$ cat src/rtl/mic_pkg.sv
// Shared definitions for the microprogram sequencer: widths, MIR field layout,
// memory-operation encodings and the sequencer state enum.
package mic_pkg;

    localparam int unsigned CsWidth   = 36;
    localparam int unsigned AddrWidth = 9;
    localparam int unsigned MbrWidth  = 8;

    localparam int unsigned NextAddrMsb = 35;
    localparam int unsigned NextAddrLsb = 27;
    localparam int unsigned JmpcBit     = 26;
    localparam int unsigned JamnBit     = 25;
    localparam int unsigned JamzBit     = 24;
    localparam int unsigned MemMsb      = 5;
    localparam int unsigned MemLsb      = 4;

    typedef enum logic [1:0] {
        MemNone  = 2'b00,
        MemRead  = 2'b01,
        MemWrite = 2'b10,
        MemFetch = 2'b11
    } mem_op_e;

    typedef enum logic [2:0] {
        StIFetch,
        StDecode,
        StExec,
        StMemW,
        StNext,
        StHalt
    } state_e;

endpackage

$ cat src/rtl/mic_next_addr.sv
// Next microaddress: OR-only, no carries. JMPC merges MBR into the low byte and
// overrides the JAMN/JAMZ conditional set of the top bit.
module mic_next_addr
    import mic_pkg::*;
(
    input  logic [AddrWidth-1:0] next_addr,
    input  logic                 jmpc,
    input  logic                 jamn,
    input  logic                 jamz,
    input  logic                 n,
    input  logic                 z,
    input  logic [MbrWidth-1:0]  mbr,
    output logic [AddrWidth-1:0] mpc_next
);

    always_comb begin
        mpc_next = next_addr;
        if (jmpc) begin
            mpc_next[MbrWidth-1:0] = next_addr[MbrWidth-1:0] | mbr;
        end else begin
            mpc_next[AddrWidth-1] = next_addr[AddrWidth-1] | (jamn & n) | (jamz & z);
        end
    end

endmodule

$ cat src/rtl/mic_sequencer.sv
// Microprogram sequencer: fetches a 36-bit microinstruction, strobes the datapath,
// optionally waits on a memory handshake, then branches. Stops for good at HALT_ADDR.
module mic_sequencer
    import mic_pkg::*;
#(
    parameter logic [AddrWidth-1:0] MPC_RESET = 9'h000,
    parameter logic [AddrWidth-1:0] HALT_ADDR = 9'h1FF
) (
    input  logic                 clk,
    input  logic                 rst,
    input  logic                 run,
    output logic [AddrWidth-1:0] cs_addr,
    input  logic [CsWidth-1:0]   cs_data,
    output logic [CsWidth-1:0]   mir,
    input  logic [MbrWidth-1:0]  mbr,
    input  logic                 alu_n,
    input  logic                 alu_z,
    output logic                 dp_en,
    output logic                 mem_req,
    output logic [1:0]           mem_op,
    input  logic                 mem_ack,
    output logic                 halted
);

    state_e               state_q;
    logic [AddrWidth-1:0] mpc_q;
    logic [CsWidth-1:0]   mir_q;
    logic                 n_q;
    logic                 z_q;
    logic                 dp_en_q;
    logic                 mem_req_q;
    logic [1:0]           mem_op_q;
    logic                 halted_q;

    logic [AddrWidth-1:0] f_next_addr;
    logic                 f_jmpc;
    logic                 f_jamn;
    logic                 f_jamz;
    logic [1:0]           f_mem;
    logic [AddrWidth-1:0] mpc_next;

    assign f_next_addr = mir_q[NextAddrMsb:NextAddrLsb];
    assign f_jmpc      = mir_q[JmpcBit];
    assign f_jamn      = mir_q[JamnBit];
    assign f_jamz      = mir_q[JamzBit];
    assign f_mem       = mir_q[MemMsb:MemLsb];

    mic_next_addr u_next_addr (
        .next_addr (f_next_addr),
        .jmpc      (f_jmpc),
        .jamn      (f_jamn),
        .jamz      (f_jamz),
        .n         (n_q),
        .z         (z_q),
        .mbr       (mbr),
        .mpc_next  (mpc_next)
    );

    // Outputs are registered: each is set on the edge entering the state that owns it.
    always_ff @(posedge clk) begin
        if (rst) begin
            state_q   <= StIFetch;
            mpc_q     <= MPC_RESET;
            mir_q     <= '0;
            n_q       <= 1'b0;
            z_q       <= 1'b0;
            dp_en_q   <= 1'b0;
            mem_req_q <= 1'b0;
            mem_op_q  <= MemNone;
            halted_q  <= 1'b0;
        end else begin
            unique case (state_q)
                StIFetch: begin
                    if (run) begin
                        state_q <= StDecode;
                    end
                end
                StDecode: begin
                    mir_q   <= cs_data;
                    dp_en_q <= 1'b1;
                    state_q <= StExec;
                end
                StExec: begin
                    dp_en_q <= 1'b0;
                    n_q     <= alu_n;
                    z_q     <= alu_z;
                    if (f_mem != MemNone) begin
                        mem_req_q <= 1'b1;
                        mem_op_q  <= f_mem;
                        state_q   <= StMemW;
                    end else begin
                        state_q <= StNext;
                    end
                end
                StMemW: begin
                    if (mem_ack) begin
                        mem_req_q <= 1'b0;
                        mem_op_q  <= MemNone;
                        state_q   <= StNext;
                    end
                end
                StNext: begin
                    mpc_q <= mpc_next;
                    if (mpc_next == HALT_ADDR) begin
                        halted_q <= 1'b1;
                        state_q  <= StHalt;
                    end else begin
                        state_q <= StIFetch;
                    end
                end
                StHalt: begin
                    state_q <= StHalt;
                end
                default: begin
                    state_q <= StIFetch;
                end
            endcase
        end
    end

    assign cs_addr = mpc_q;
    assign mir     = mir_q;
    assign dp_en   = dp_en_q;
    assign mem_req = mem_req_q;
    assign mem_op  = mem_op_q;
    assign halted  = halted_q;

    // Strobe and request live in disjoint states, so they can never overlap.
    assert property (@(posedge clk) disable iff (rst) !(dp_en_q && mem_req_q));
    assert property (@(posedge clk) disable iff (rst) dp_en_q |=> !dp_en_q);
    assert property (@(posedge clk) disable iff (rst) halted_q |=> halted_q);

endmodule

$ cat config.mk
export PLATFORM = sky130hd
export DESIGN_NAME = mic_sequencer
export DESIGN_NICKNAME = d
export VERILOG_FILES = /design/src/rtl/mic_pkg.sv /design/src/rtl/mic_next_addr.sv /design/src/rtl/mic_sequencer.sv
export SDC_FILE = /design/constraint.sdc
export NUM_CORES = 1
export LEC_CHECK = 0
export ABC_AREA = 1
export CAP_MARGIN = 5
export CORE_UTILIZATION = 40
export CTS_BUF_LIST = sky130_fd_sc_hd__clkbuf_8 sky130_fd_sc_hd__clkbuf_16
export DETAILED_ROUTE_END_ITERATION = 12
export PLACE_DENSITY = 0.87
export SYNTH_ARGS = -nofsm -noshare
export SYNTH_HDL_FRONTEND = slang
export SYNTH_SLANG_ARGS = --single-unit
$ cat constraint.sdc
create_clock -name clk -period 2.65 [get_ports clk]
set_input_delay 0.6625 -clock clk [delete_from_list [all_inputs] [get_ports clk]]
set_output_delay 0.6625 -clock clk [all_outputs]
set_load 0.02 [all_outputs]
# After elaboration in Yosys (flattened, before gate mapping)
# Cells that the tools add are included.
# word_totals
ff_bits	55
word_cells	44
inputBits	50
out_inout_bits	50
# classes
n_eq_ne	9
bitwise_logic	5
n_reduce_logical	7
muxes	14
# op_table
operator	count
case mux 3 bit (6 select lines)	1
2-to-1 mux 3 bit	4
== test 9 bit, second input constant	1
2-to-1 mux 8 bit	1
OR 8 bit	1
== test 3 x 2 -> 1 bit, second input constant	2
== test 3 bit, second input constant	2
inequality test 2 bit, second input constant	3
nonzero test 2 bit	3
2-to-1 mux 2 bit	2
case mux 1 bit (2 select lines)	2
case mux 2 bit (2 select lines)	1
AND reduction 2 bit	2
== test 3 x 1 -> 1 bit, second input constant	1
logical NOT 3 bit	1
2-to-1 mux 1 bit	3
AND reduction 3 bit	1
AND 1 bit	2
OR 1 bit	2

# Depth between registers and ports, before layout
# logic_depth
word_depth	7
mapped_depth	9
mapped_depth_nobuf	8

# By module
# From an unflattened synthesis, not the netlist that was laid out.
# unflattened
hier_cells	288
area_unflattened_um2	2424.8
# modules_own_cells
module	seq_area_each_um2	area_per_inst_um2	cells_each	instances
mic_sequencer	1101.1	2327.2	272	1
mic_next_addr	0.0	97.6	16	1

# Worst setup path before layout
# No wires, ideal clock.
# synth_path
path_kind	input to register
start	input port rst
end	register mpc_q[5], in the netlist cs_addr[5]
cell_stages	4
setup_time_ns	0.074
path_slack_ns	1.337
arrival_ns	1.239
t_required_ns	2.576
path_cell_list	inv_1 -> clkbuf_1 -> o21ai_0 -> a31oi_1
# synth_rtl
element	line_no	text
start: declaration	mic_sequencer.sv:10	input logic rst,
end signal: assignment	mic_sequencer.sv:103	mpc_q <= mpc_next;
end: declaration	mic_sequencer.sv:26	logic [AddrWidth-1:0] mpc_q;

# Worst setup path after layout
# layout_path
start	register mir_q[26], in the netlist mir[26]
end	output port mir[26]
# layout_rtl
element	line_no	text
start: declaration	mic_sequencer.sv:27	logic [CsWidth-1:0] mir_q;
start signal: assignment	mic_sequencer.sv:79	mir_q <= cs_data;
end: declaration	mic_sequencer.sv:14	output logic [CsWidth-1:0] mir,
# No word-level cell between the ends.

==> results.md <==
- For the worst setup path, the data required time is 1.99 ns.
- The share of layout cells above drive strength 1 is 7.57%.
- The number of global-route vias before repair is 1978.
- Relative to the synthesized area, the layout overhead comes to 49.4%.
- The overall routed net length is 5240 µm.
- The total overflow left after global routing is 0.
- The critical path goes through clkdlybuf4s50_1.
- The number of max-slew violations in the final report is 0.
- For the pin with the worst max-slew slack, the measured transition is 0.586 ns.
- The net count after synthesis is 327.
- The hold slack is 0.445 ns.
- STA classifies the critical path endpoint as an output port.
- The clock arrives with 0.0110 ns of skew.
- Post-CTS repair changed the size of 0 cells.
- The timing endpoint of the critical path is mir[26].
- In the layout the commonest cells are sky130_fd_sc_hd__clkdlybuf4s50_1 (99), sky130_fd_sc_hd__dfxtp_1 (55), sky130_fd_sc_hd__inv_1 (45), sky130_fd_sc_hd__a21oi_1 (44), sky130_fd_sc_hd__nand2_1 (37).
- The hold buffer count at CTS is 0.
- The all-layer global routing usage is 18.4%.
- The flow ran to the end, and the final reports show no timing, DRC or antenna violations.
- The worst-case IR drop observed on VDD is 0.499 mV.
- After layout, the worst setup slack is 0.464 ns.
- The final hold violation count came to 0.
- The tree built by TritonCTS fans out to 55 sinks.
- The beginning of the worst register-to-register path is state_q[0]$_SDFFE_PP0P_.
- The mapped netlist covers 2210 µm².
- The delay contributed by the slowest stage of the critical path is 0.68 ns.
- The worst register-to-register path has a depth of 4.
- The quantity of I/O buffers inserted on ports is 99.
- In this run the static leakage power is 1.26 nW.
- The clock tree from TritonCTS is yes.
- The register-to-register setup slack is 0.98 ns.
- The number of placement rows is 26.
- The worst register-to-register path ends at mir[16]$_SDFFE_PP0P_.
- Counting both buffers and inverters, the worst setup path holds a total of 1.
- The wire length of the first global-routing pass is 8700 µm.
- The period utilization is 82.5%.
- Dividing the synthesized area by the synthesized cell count gives 7.97 µm².
- In the final timing run, aggregate negative setup slack is 0 ns.
- After clock tree synthesis, the setup repair step added 0 buffers.
- Summed over all nets, the half-perimeter wirelength after detailed placement is 3860 µm.
- The final route contains 2097 vias.
- In the routed layout, each cell is associated on average with a via count of 4.77.
- Sequential cells were found to cover 49.9% of the synthesized design area.
- 0 antenna diodes ended up in the layout.
- The origin of the worst setup path is mir[26]$_SDFFE_PP0P_.
- The layout net count is 419.
- For this block, the initial DRC count from the detailed router was 76.
- Timing analysis after detailed placement gives a worst setup slack of 0.720 ns.
- The most common cell after layout, fill and taps aside is sky130_fd_sc_hd__clkdlybuf4s50_1.
- The initial antenna violation count is 0.
- For this configuration, the core starts out at a cell density of 42.4%.
- The die is 76.3 µm tall.
- The normalized max-slew margin is 60.9%.
- The number of placed I/O pins is 100.
- The yosys synthesis warning count is 0.
- The CTS buffer count is 5.
- For the worst setup path, the data arrival time is 1.52 ns.
- The count of nets left with antenna violations once routing finished came out at 0.
- The top achievable clock speed is 457 MHz.
- The final setup violation count is 0.
- The worst hold path belongs to the class reg -> reg.
- Dividing the detail-routed wire length by the instance count gives 11.9 µm.
- The total die area is 5820 µm².
- Routability-driven placement finished with a final weighted congestion of 0.914.
- The root buffer cell chosen for the clock tree is sky130_fd_sc_hd__clkbuf_8.
- The largest individual stage delay along the critical path comes from the cell sky130_fd_sc_hd__clkdlybuf4s50_1.
- The type of the setup path with the least slack is reg -> out.
- The standard cell core area is 5200 µm².
- The source-to-sink clock delay at the later pin of the worst-skew pair is 0.30 ns.
- The maximum count of clock buffers along a single path is 2.
- For this run, the detailed router's first-pass iteration total came to 4.
- The count of mapped cells out of synthesis is 277.
- Power spread over the standard cell area amounts to 887 nW/µm².
- The H-tree depth is 2.
- Setup repair after global routing left no endpoint under its margin.
- The pin count of the biggest net entering global routing is 45.
- The category of cells accounting for the largest share of critical-path delay is buffers and inverters.
- Across the run, the number of max-cap violations was 0.
- The depth of the critical timing path with buffers and inverters included is 1.
- The die is 76.3 µm wide.
- The post-layout minimum cycle time is 2.19 ns.
- The worst setup path is launched from a flop.
- The netlist uses 23 different library cells.
- Synthesis inferred 55 register bits.
- In the routed design, unresolved DRC markers number 0.
- The peak fanout along the critical path is 10.
- The clock transition at the register clock pins on the worst setup and hold paths after CTS is 0.10 ns.
[cells in the mapped netlist]
cell type	count	area share (%)
sky130_fd_sc_hd__nor2_1	4	0.68
sky130_fd_sc_hd__nand3_1	3	0.68
sky130_fd_sc_hd__inv_2	4	0.68
sky130_fd_sc_hd__a211oi_1	1	0.34
sky130_fd_sc_hd__nand3b_2	1	0.51
sky130_fd_sc_hd__nand2_2	1	0.28
sky130_fd_sc_hd__nand2_1	37	6.3
sky130_fd_sc_hd__a31oi_1	8	2.3
sky130_fd_sc_hd__buf_6	5	2.6
sky130_fd_sc_hd__buf_2	4	0.91
sky130_fd_sc_hd__buf_4	4	1.4
sky130_fd_sc_hd__a21oi_1	44	10
sky130_fd_sc_hd__clkinv_2	1	0.23
sky130_fd_sc_hd__inv_1	44	7.5
sky130_fd_sc_hd__nor2_4	1	0.51
sky130_fd_sc_hd__o21ai_1	25	5.7
sky130_fd_sc_hd__clkbuf_1	4	0.68
sky130_fd_sc_hd__o21ai_0	20	4.5
sky130_fd_sc_hd__buf_1	1	0.17
sky130_fd_sc_hd__o2111ai_1	1	0.40
sky130_fd_sc_hd__nand3_2	6	2.7
sky130_fd_sc_hd__a21oi_2	3	1.2
sky130_fd_sc_hd__dfxtp_1	55	50
[stage by stage]
step	area, µm²	utilization (%)	power [mW]	cells
finish	3300	63.4	2.93	440
global route	3300	63.4	3.12	440
CTS	3300	63.4	2.96	440
detailed placement	3200	61.5	2.48	432
global placement	3200	61.5	2.44	432
floorplan	2210	-	1.98	277
[worst min path at each step]
stage / from / endpoint / slack, ns / cells after the start
final: mir[18]$_SDFFE_PP0P_ / mir[18]$_SDFFE_PP0P_ / 0.45 / 2
after global routing: mir[21]$_SDFFE_PP0P_ / mir[21]$_SDFFE_PP0P_ / 0.48 / 2
after CTS: mir[21]$_SDFFE_PP0P_ / mir[21]$_SDFFE_PP0P_ / 0.45 / 2
after detailed placement: mir[21]$_SDFFE_PP0P_ / mir[21]$_SDFFE_PP0P_ / 0.44 / 2
after global placement: mir[17]$_SDFFE_PP0P_ / mir[17]$_SDFFE_PP0P_ / 0.43 / 2
after floorplan: mir[24]$_SDFFE_PP0P_ / mir[24]$_SDFFE_PP0P_ / 0.44 / 2
[report_power, final]
part | leakage (nW) | switching [mW] | internal (mW) | total, mW
logic | 0.757 | 0.711 | 0.575 | 1.29
registers | 0.450 | 0.130 | 1.04 | 1.17
clock network | 0.0526 | 0.259 | 0.211 | 0.470
[cell families after synthesis]
group / after synthesis / share of synthesized area [%]
compound gates: 102 / 24.4
buf+inv: 67 / 14.1
flops: 55 / 49.9
simple gates: 53 / 11.7
[worst reg2reg max path: cells and delay by family, from the launching register on]
kind | cells | cell delay [ns]
flops | 1 | 0.44
buf+inv | 1 | 0.39
simple gates | 1 | 0.49
compound gates | 2 | 0.24
[routing by layer]
layer  global-route usage (%)  vias to the layer above  wire length (µm)
met3                     5.63                        6               336
li1                         -                     1083                 -
met4                     5.96                        0                80
met1                     20.0                      943              2290
met5                        0                        -                 0
met2                     33.7                       65              2540
[state kept, by name, indices dropped and copies added, names as in the netlist]
register  flops
dp_en         1
z_q           1
mem_req       1
state_q       3
mem_op        2
halted        1
n_q           1
cs_addr       9
mir          36
[cell type report]
class | count | area, µm²
Tap cell | 70 | 87.6
Fill cell | 467 | 1910
Multi-Input combinational cell | 155 | 796
Inverter | 49 | 185
Timing Repair Buffer | 103 | 1030
Sequential cell | 55 | 1100
Clock buffer | 6 | 82.6
Clock inverter | 2 | 12.5
(Power assumes the default switching activity.)
